**src/rtl/cfu_req_resp_buffer.sv**
```systemverilog
// rtl/cfu_req_resp_buffer.sv - CPU/CFU decoupling stage: request skid buffer and credit-gated response FIFO
//
// Modules in this file:
//   cfu_req_skid         two-entry (main + skid) registered request buffer
//   cfu_resp_fifo        circular response FIFO with wrap-bit pointers
//   cfu_req_resp_buffer  top: skid buffer, credit gate, response FIFO
//
// Top-level ports:
//   clk, rst_n        sole clock (rising edge), asynchronous active-low reset
//   s_req_*           CPU-side request: valid/ready, id, cfu select, func, data0, data1
//   s_resp_*          CPU-side response: valid/ready, id, status, data
//   m_req_*           CFU-side request, mirrors s_req_*
//   m_resp_*          CFU-side response; m_resp_ready is constant 1
//   outstanding       ops issued to the CFU and not yet popped by the CPU

// cfu_req_skid: main register feeds the consumer, skid register absorbs the
// one extra accept that can land while in_ready is still high.
//   in_valid/in_ready/in_data      producer side
//   main_valid/main_take/main_data consumer side (main_take only while main_valid)
module cfu_req_skid #(
  parameter int W = 8
) (
  input  logic         clk,
  input  logic         rst_n,
  input  logic         in_valid,
  output logic         in_ready,
  input  logic [W-1:0] in_data,
  output logic         main_valid,
  input  logic         main_take,
  output logic [W-1:0] main_data
);

  logic         skid_valid;
  logic [W-1:0] skid_data;
  logic         accept;

  // Ready is derived only from the skid flop, never from downstream ready.
  assign in_ready = ~skid_valid;
  assign accept   = in_valid & ~skid_valid;

  always_ff @(posedge clk or negedge rst_n) begin
    if (!rst_n) begin
      main_valid <= 1'b0;
      main_data  <= '0;
      skid_valid <= 1'b0;
      skid_data  <= '0;
    end else begin
      if (main_take || !main_valid) begin
        // Main is free this edge: the older skid entry wins over a new accept,
        // which cannot happen anyway because in_ready is low while skid is full.
        if (skid_valid) begin
          main_valid <= 1'b1;
          main_data  <= skid_data;
          skid_valid <= 1'b0;
        end else begin
          main_valid <= accept;
          if (accept) begin
            main_data <= in_data;
          end
        end
      end else if (accept) begin
        skid_valid <= 1'b1;
        skid_data  <= in_data;
      end
    end
  end

endmodule

// cfu_resp_fifo: DEPTH-entry circular buffer, head entry visible combinationally.
//   push/push_data   write side (ignored when full unless popping the same cycle)
//   pop              read side (ignored when empty)
//   empty/full       occupancy flags, head_data is the oldest entry
module cfu_resp_fifo #(
  parameter int W     = 8,
  parameter int DEPTH = 4
) (
  input  logic         clk,
  input  logic         rst_n,
  input  logic         push,
  input  logic [W-1:0] push_data,
  input  logic         pop,
  output logic         empty,
  output logic         full,
  output logic [W-1:0] head_data
);

  localparam int AW = $clog2(DEPTH);
  localparam logic [AW:0] PTR_ONE = (AW + 1)'(1);

  logic [AW:0]  wr_ptr;
  logic [AW:0]  rd_ptr;
  logic [W-1:0] mem [DEPTH];
  logic         wr_en;
  logic         rd_en;

  // The extra MSB distinguishes full from empty when the index bits match.
  assign empty     = (wr_ptr == rd_ptr);
  assign full      = (wr_ptr[AW] != rd_ptr[AW]) && (wr_ptr[AW-1:0] == rd_ptr[AW-1:0]);
  assign rd_en     = pop & ~empty;
  // A pop on a full FIFO frees the head slot at the same edge, so the write is safe.
  assign wr_en     = push & (~full | rd_en);
  assign head_data = mem[rd_ptr[AW-1:0]];

  always_ff @(posedge clk or negedge rst_n) begin
    if (!rst_n) begin
      wr_ptr <= '0;
      rd_ptr <= '0;
      for (int i = 0; i < DEPTH; i++) begin
        mem[i] <= '0;
      end
    end else begin
      if (wr_en) begin
        mem[wr_ptr[AW-1:0]] <= push_data;
        wr_ptr              <= wr_ptr + PTR_ONE;
      end
      if (rd_en) begin
        rd_ptr <= rd_ptr + PTR_ONE;
      end
    end
  end

endmodule

module cfu_req_resp_buffer #(
  parameter int DATA_W     = 32,
  parameter int ID_W       = 4,
  parameter int CFU_W      = 8,
  parameter int FUNC_W     = 7,
  parameter int RESP_DEPTH = 4
) (
  input  logic                            clk,
  input  logic                            rst_n,
  input  logic                            s_req_valid,
  output logic                            s_req_ready,
  input  logic [ID_W-1:0]                 s_req_id,
  input  logic [CFU_W-1:0]                s_req_cfu,
  input  logic [FUNC_W-1:0]               s_req_func,
  input  logic [DATA_W-1:0]               s_req_data0,
  input  logic [DATA_W-1:0]               s_req_data1,
  output logic                            s_resp_valid,
  input  logic                            s_resp_ready,
  output logic [ID_W-1:0]                 s_resp_id,
  output logic [2:0]                      s_resp_status,
  output logic [DATA_W-1:0]               s_resp_data,
  output logic                            m_req_valid,
  input  logic                            m_req_ready,
  output logic [ID_W-1:0]                 m_req_id,
  output logic [CFU_W-1:0]                m_req_cfu,
  output logic [FUNC_W-1:0]               m_req_func,
  output logic [DATA_W-1:0]               m_req_data0,
  output logic [DATA_W-1:0]               m_req_data1,
  input  logic                            m_resp_valid,
  input  logic [ID_W-1:0]                 m_resp_id,
  input  logic [2:0]                      m_resp_status,
  input  logic [DATA_W-1:0]               m_resp_data,
  output logic                            m_resp_ready,
  output logic [$clog2(RESP_DEPTH+1)-1:0] outstanding
);

  localparam int OUT_W  = $clog2(RESP_DEPTH + 1);
  localparam int REQ_W  = ID_W + CFU_W + FUNC_W + 2 * DATA_W;
  localparam int RESP_W = ID_W + 3 + DATA_W;
  localparam logic [OUT_W-1:0] CREDITS = OUT_W'(RESP_DEPTH);
  localparam logic [OUT_W-1:0] ONE     = OUT_W'(1);

  logic              main_valid;
  logic [REQ_W-1:0]  main_data;
  logic              credit_ok;
  logic              req_fire;
  logic              resp_pop;
  logic              fifo_empty;
  logic              fifo_full;
  logic [RESP_W-1:0] fifo_head;

  cfu_req_skid #(
    .W (REQ_W)
  ) u_req_skid (
    .clk        (clk),
    .rst_n      (rst_n),
    .in_valid   (s_req_valid),
    .in_ready   (s_req_ready),
    .in_data    ({s_req_id, s_req_cfu, s_req_func, s_req_data0, s_req_data1}),
    .main_valid (main_valid),
    .main_take  (req_fire),
    .main_data  (main_data)
  );

  // Every issued op owns a FIFO slot until the CPU pops its response, so the
  // CFU response channel never needs back-pressure.
  assign credit_ok   = (outstanding < CREDITS);
  assign m_req_valid = main_valid & credit_ok;
  assign req_fire    = m_req_valid & m_req_ready;
  assign {m_req_id, m_req_cfu, m_req_func, m_req_data0, m_req_data1} = main_data;

  always_ff @(posedge clk or negedge rst_n) begin
    if (!rst_n) begin
      outstanding <= '0;
    end else if (req_fire && !resp_pop) begin
      if (outstanding != CREDITS) begin
        outstanding <= outstanding + ONE;
      end
    end else if (resp_pop && !req_fire) begin
      if (outstanding != '0) begin
        outstanding <= outstanding - ONE;
      end
    end
  end

  cfu_resp_fifo #(
    .W     (RESP_W),
    .DEPTH (RESP_DEPTH)
  ) u_resp_fifo (
    .clk       (clk),
    .rst_n     (rst_n),
    .push      (m_resp_valid),
    .push_data ({m_resp_id, m_resp_status, m_resp_data}),
    .pop       (resp_pop),
    .empty     (fifo_empty),
    .full      (fifo_full),
    .head_data (fifo_head)
  );

  assign m_resp_ready = 1'b1;
  assign s_resp_valid = ~fifo_empty;
  assign resp_pop     = s_resp_valid & s_resp_ready;
  assign {s_resp_id, s_resp_status, s_resp_data} = fifo_head;

  // A response into a full FIFO with no simultaneous pop would be dropped.
  a_resp_no_overflow : assert property (
    @(posedge clk) disable iff (!rst_n) !(m_resp_valid && fifo_full && !resp_pop)
  );

endmodule

```
**config.mk**
```make
export PLATFORM = sky130hd
export DESIGN_NAME = cfu_req_resp_buffer
export DESIGN_NICKNAME = d
export VERILOG_FILES = /design/src/rtl/cfu_req_resp_buffer.sv
export SDC_FILE = /design/constraint.sdc
export NUM_CORES = 1
export LEC_CHECK = 0
export BUFFER_PORTS_ARGS = -buffer_cell sky130_fd_sc_hd__buf_2
export CORE_MARGIN = 8
export CORE_UTILIZATION = 43
export CTS_CLUSTER_SIZE = 12
export DETAILED_ROUTE_END_ITERATION = 10
export GPL_ROUTABILITY_DRIVEN = 1
export GPL_TIMING_DRIVEN = 0
export PLACE_DENSITY = 0.63
export SETUP_SLACK_MARGIN = 0.1
export SYNTH_ARGS = -nofsm -noshare
export SYNTH_HDL_FRONTEND = slang
export SYNTH_SLANG_ARGS = --single-unit
```
**constraint.sdc**
```tcl
create_clock -name clk -period 2.19 [get_ports clk]
set_input_delay 0.1095 -clock clk [delete_from_list [all_inputs] [get_ports clk]]
set_output_delay 0.1095 -clock clk [all_outputs]
set_load 0.1 [all_outputs]
```
==> impl_metrics.tcl, run 1 <==
set metrics [dict create \
    dp_hpwl_um 24400 \
    worstPathMaxFanout 5 \
    synthAdderAreaFrac 0.00644 \
    drcViolationCount 0 \
    cts_buffer_depth 3 \
    clock_skew_ns 0.00995 \
    cp_top_family "buffers and inverters" \
    clock.fmax_ghz 0.453 \
    die_w_um 201 \
    grt_max_degree 108 \
    arrival_ns 2.10 \
    cts_made_buffers 38 \
    fin_cells 1827 \
    vias 9181 \
    firstDrtPassIters 4 \
    stdcell_area_um2 20300 \
    post_synth.cell_area_avg_um2 16.5 \
    die_h_um 201 \
    grt_usage 0.179 \
    cp-start-kind "flop" \
    synthSimpleGateAreaFrac 0.00822 \
    routed_wl_um 36500 \
    cpMostUsedCell "buf_12" \
    vias_per_cell 5.03 \
    slew_violations 0 \
    cts-root-buf "clkbuf_16" \
    dpl_worst_slack_ns -0.584 \
    yosysWarnings 0 \
    grt_pass1_wl_um 58700 \
    clock-sinks 333 \
    min_path_type "input pin to asynchronous set/reset pin" \
    violations "negative setup slack" \
    path_class "flop to output pin" \
    core_um2 34200 \
    muxShareOfSynthArea 0.378 \
    clk_latency_ns 0.52 \
    crit_buf_inv 4 \
    placed_area_um2 16700 \
    gp_congestion 0.784 \
    slowest_stage "mux4_2" \
    seq_area_frac_synth 0.565 \
    cap_violations 0 \
    ioPinCount 257 \
    synth_seq_cells 333 \
    rsz0062_at_grt "yes" \
    mappedNetlistArea_um2 14800 \
    relSlewSlack 0.453 \
    fp-row-count 68 \
    ys_types 35 \
    synth_compound_area_frac 0.0123 \
    htreeDepth 2 \
    setup_viol 1 \
    dp.cells 1609 \
    crit_path_end_kind "output pin" \
    syn_nets 1031 \
    port_buffers 255 \
    worstMarginPinSlew_ns 0.820 \
    finalSetupTns_ns -0.0155 \
    antenna_found_initial 1 \
    syn_inst 896 \
    n_antenna_cell 0 \
    drtIter0Drc 278 \
    final.min_clock_period_ns 2.21 \
    layout.nets 1482 \
    min_period_over_period 1.01 \
    fp.dieArea_um2 40500 \
    synth_top_family_by_area "multiplexers" \
    cts_tree "yes" \
    grt_pass1_vias 10200 \
    start_util 0.431 \
    avgRoutedWirePerCell_um 20.0 \
    worst_slack_ns -0.0155 \
    layout_common_cells "369 x mux2_2, 330 x dfrtp_1, 219 x buf_2, 128 x dlygate4sd3_1, 44 x clkbuf_16" \
    ant_nets 0 \
    final_common_cell "mux2_2" \
    area_growth_pct 37.6 \
    gr-total-overflow 0 \
    drive_above_1_share 0.619 \
    status "complete, but fails checks" \
    cpPeakStageDelay_ns 0.56 \
    cp_cell_sequence "buf_12 -> buf_12 -> buf_12 -> mux4_2 -> buf_12" \
    hold_violations 0 \
    synth-xor-area-share 0.00780 \
    crit_required_ns 2.08 \
    clk_pin_slew_ns 0.06 \
]
flip-flops by register name, indices dropped and copies added, names as in the netlist:
name and flops:
u_resp_fifo.mem 156, u_req_skid.main_data 83, u_req_skid.skid_data 83, outstanding 3
u_resp_fifo.rd_ptr 3, u_resp_fifo.wr_ptr 3, u_req_skid.main_valid 1, u_req_skid.skid_valid 1
worst paths after layout:
check,start,endpoint,slack [ns],cells past startpoint
max in group asynchronous,rst_n,u_resp_fifo.mem[136],0.68,4
max,u_resp_fifo.rd_ptr[0],s_resp_data[18],-0.02,5
min reg2reg,u_req_skid.skid_data[8],u_req_skid.skid_data[8],0.50,1
max reg2reg,u_resp_fifo.rd_ptr[0],u_resp_fifo.mem[80],0.01,7
min,rst_n,u_req_skid.skid_data[44],0.25,2
min in group clk,s_req_data1[2],u_req_skid.skid_data[2],0.37,3
per-layer routing:
metal,vias to the layer above,GRT usage,wire [um]
li1,4183,-,-
met1,4737,0.231,16100
met2,210,0.302,17900
met3,49,0.0428,1790
met4,2,0.0446,662
met5,-,0,12
metrics by stage:
| stage | hold WS (ns) | util |
|---|---|---|
| final | 0.249 | 0.594 |
| after global routing | 0.298 | 0.594 |
| after CTS | 0.266 | 0.584 |
| after detailed placement | 0.233 | 0.489 |
| after global placement | 0.345 | 0.486 |
| after floorplan | -0.186 | - |
repair_timing:
item	CTS	global route
cloned	5	3
pin swaps	8	7
hold buffers	128	0
gates resized for setup	157	69
setup endpoints to repair	313	171
setup buffers	11	8
endpoints found under the hold margin	432	0
synth_stat cells:
cell type    n  area (um^2)
mux2_4      30          450
o41ai_1      1         8.76
nand4_1      1         6.26
a21oi_1      3         15.0
buf_2       26          130
inv_1        6         22.5
o21bai_1     2         15.0
nand2_1      6         22.5
xor2_4       2         55.1
buf_1        5         18.8
buf_6        6         67.6
nor2_1       5         18.8
o211ai_1     1         7.51
mux2_2     378         4260
o31ai_1      2         15.0
xnor2_2      1         16.3
buf_4        5         37.5
ha_1         6         75.1
xor2_1       2         17.5
nor2b_1      1         6.26
o221ai_1     1         8.76
fa_1         1         20.0
o41ai_2      1         16.3
xnor2_1      3         26.3
dfrtp_1    333         8330
o21ai_0      1         5.00
nor3_1       1         5.00
clkbuf_1    12         45.0
and2_1       5         31.3
o21a_1       1         7.51
mux4_2      39          878
o41ai_4      3         82.6
conb_1       1         3.75
nand2b_1     4         25.0
or3_1        1         6.26
cell type report:
class	count	area [um^2]
sequential	333	8340
fill	2635	13900
buffer	54	504
clock buffer	61	1160
tap	455	569
inverter	6	22.5
timing repair buffer	410	3480
multi-input combinational	504	6200
clock inverter	4	20.0
logic make-up after synthesis:
group,Yosys count
multiplexers,447
flip-flops,333
buffers and inverters,60
AND/OR/NAND/NOR,24
AO/OA/AOI/OAI,16
XOR/XNOR,8
adder cells (fa/ha/maj),7
other,1
worst register-to-register path: cells and delay by family, from the launching register on:
family / cells / cell delay [ns]
compound gates: 1 / 0.44
xor+xnor: 1 / 0.17
buf+inv: 4 / 0.66
flops: 1 / 0.45
mux: 1 / 0.34
Power of run 1 is left out: the tool's default activity adds up to more than one toggle a clock period on the data nets, which glitch-free logic cannot reach.
==> run 2, diff against run 1 <==
--- a/config.mk
+++ b/config.mk
@@ -14,6 +14,7 @@
 export GPL_TIMING_DRIVEN = 0
 export PLACE_DENSITY = 0.63
 export SETUP_SLACK_MARGIN = 0.1
+export SKIP_CTS_REPAIR_TIMING = 1
 export SYNTH_ARGS = -nofsm -noshare
 export SYNTH_HDL_FRONTEND = slang
 export SYNTH_SLANG_ARGS = --single-unit
==> constraint.sdc (replaced) <==
create_clock -name clk -period 2.19 [get_ports clk]
set_input_delay 0 -clock clk [delete_from_list [all_inputs] [get_ports clk]]
set_output_delay 0 -clock clk [all_outputs]
set_load 0.1 [all_outputs]
==> run 2 against run 1 <==
Compared with the run above: the flow now finishes without violations; critical path depth increased by 4; first-iteration DRC count increased by 14%; register-to-register slack improved by 0.07 ns; non-clock buffer count decreased by 14; via count decreased by 0.47%; largest cell class unchanged.
==> impl_metrics.tcl, run 2 (synthesized netlist as in run 1, its figures left out) <==
set metrics [dict create \
    gr-total-overflow 0 \
    nFillCells 2727 \
    cts_made_buffers 38 \
    die_w_um 201 \
    worstPathMaxFanout 6 \
    status "finished, final reports clean" \
    rr_startpoint "u_resp_fifo.rd_ptr[0]" \
    n_antenna_cell 0 \
    htreeDepth 2 \
    arrival_ns 2.55 \
    top_register "u_resp_fifo.mem" \
    hold_violations 0 \
    min_period_over_period 0.964 \
    grt_max_degree 108 \
    clock-sinks 333 \
    fp.dieArea_um2 40500 \
    stdcell_area_um2 19600 \
    avgRoutedWirePerCell_um 19.7 \
    gp_congestion 0.784 \
    slew_violations 0 \
    worst_slack_ns 0.0779 \
    final.min_clock_period_ns 2.11 \
    ioPinCount 257 \
    cts_buffer_depth 3 \
    final_common_cell "mux2_2" \
    min_path_type "input pin to asynchronous set/reset pin" \
    die_h_um 201 \
    antenna_found_initial 1 \
    placed_area_um2 16700 \
    layout.nets 1469 \
    drcViolationCount 0 \
    firstDrtPassIters 4 \
    cp_cell_sequence "buf_6 -> xor2_4 -> o31ai_4 -> ha_4 -> inv_2 -> fa_2 -> o211ai_1 -> o221ai_1 -> a21oi_1" \
    reg2reg_slack_ns 0.08 \
    r2r-end "outstanding[2]" \
    worstMarginPinSlew_ns 0.812 \
    relSlewSlack 0.458 \
    rsz0062_at_grt "yes" \
    start_util 0.431 \
    path_class "flop to flop" \
    rr_worst_depth 9 \
    clock_skew_ns 0.00911 \
    cts-root-buf "clkbuf_16" \
    vias 9138 \
    layout_common_cells "378 x mux2_2, 330 x dfrtp_1, 220 x buf_2, 128 x dlygate4sd3_1, 56 x buf_4" \
    slowest_stage "dfrtp_1" \
    drtIter0Drc 318 \
    grt_usage 0.170 \
    fp-row-count 68 \
    cap_violations 0 \
    setup_viol 0 \
    dp_hpwl_um 24400 \
    crit_required_ns 2.63 \
    vias_per_cell 5.04 \
    cpPeakStageDelay_ns 0.39 \
    area_growth_pct 32.6 \
    regArea_um2 8340 \
    ant_nets 0 \
    multi_input_area_um2 6180 \
    drive_above_1_share 0.615 \
    grt_pass1_wl_um 55300 \
    clk_pin_slew_ns 0.06 \
    crit_path_end_kind "flop" \
    core_um2 34200 \
    routed_wl_um 35700 \
    clock.fmax_ghz 0.473 \
    largest_register_ffs 156 \
    port_buffers 255 \
    cts_tree "yes" \
    cp-start-kind "flop" \
    dpl_worst_slack_ns -0.584 \
    top_regs "u_resp_fifo.mem: 156 flops, u_req_skid.main_data: 83 flops, u_req_skid.skid_data: 83 flops" \
    clk_latency_ns 0.52 \
    grt_pass1_vias 9430 \
]
## run 2: per-layer routing
layer | vias to the layer above | GRT usage | part of all wire | wire, um
met2 | 231 | 0.274 | 0.49 | 17300
met4 | 2 | 0.0470 | 0.017 | 595
met3 | 47 | 0.0444 | 0.059 | 2100
li1 | 4155 | - | - | -
met1 | 4703 | 0.225 | 0.44 | 15600
met5 | - | 0 | 0.00034 | 12
## run 2: how the worst max path moves through the flow
stage	startpoint	end	slack, ns	cells after the start
2_1_floorplan	outstanding[2]	outstanding[2]	-0.19	8
3_3_place_gp	rst_n	outstanding[2]	-6.61	1
3_5_place_dp	u_resp_fifo.rd_ptr[1]	outstanding[2]	-0.58	9
4_1_cts	u_resp_fifo.rd_ptr[1]	outstanding[2]	-0.61	9
5_1_grt	u_resp_fifo.rd_ptr[1]	outstanding[2]	-0.06	9
6_report	u_resp_fifo.rd_ptr[0]	outstanding[2]	0.08	9
## run 2: area by class of cell
class                           count  area share
Buffer                             54      0.0208
Clock buffer                       61      0.0593
Clock inverter                      4     0.00102
Inverter                            6     0.00115
Multi-Input combinational cell    505       0.316
Sequential cell                   333       0.426
Tap cell                          455      0.0291
Timing Repair Buffer              396       0.146
## run 2: critical path, delay by kind of cell (launching register included)
| family | cells | cell delay [ns] |
|---|---|---|
| XOR/XNOR | 1 | 0.20 |
| flip-flops | 1 | 0.39 |
| AO/OA/AOI/OAI | 4 | 0.67 |
| buffers and inverters | 2 | 0.20 |
| adder cells (fa/ha/maj) | 2 | 0.57 |
## run 2: through the flow
stage / setup TNS [ns] / hold WS [ns] / instances / util
after floorplan: -0.352 / -0.296 / 896 / -
after global placement: -1822.68 / 0.235 / 1606 / 0.486
after global routing: -0.0644 / 0.203 / 1814 / 0.572
after detailed placement: -14.81 / 0.123 / 1609 / 0.489
after CTS: -30.87 / -0.438 / 1674 / 0.523
final: 0 / 0.144 / 1814 / 0.572
Power of run 2 is left out for the same reason.
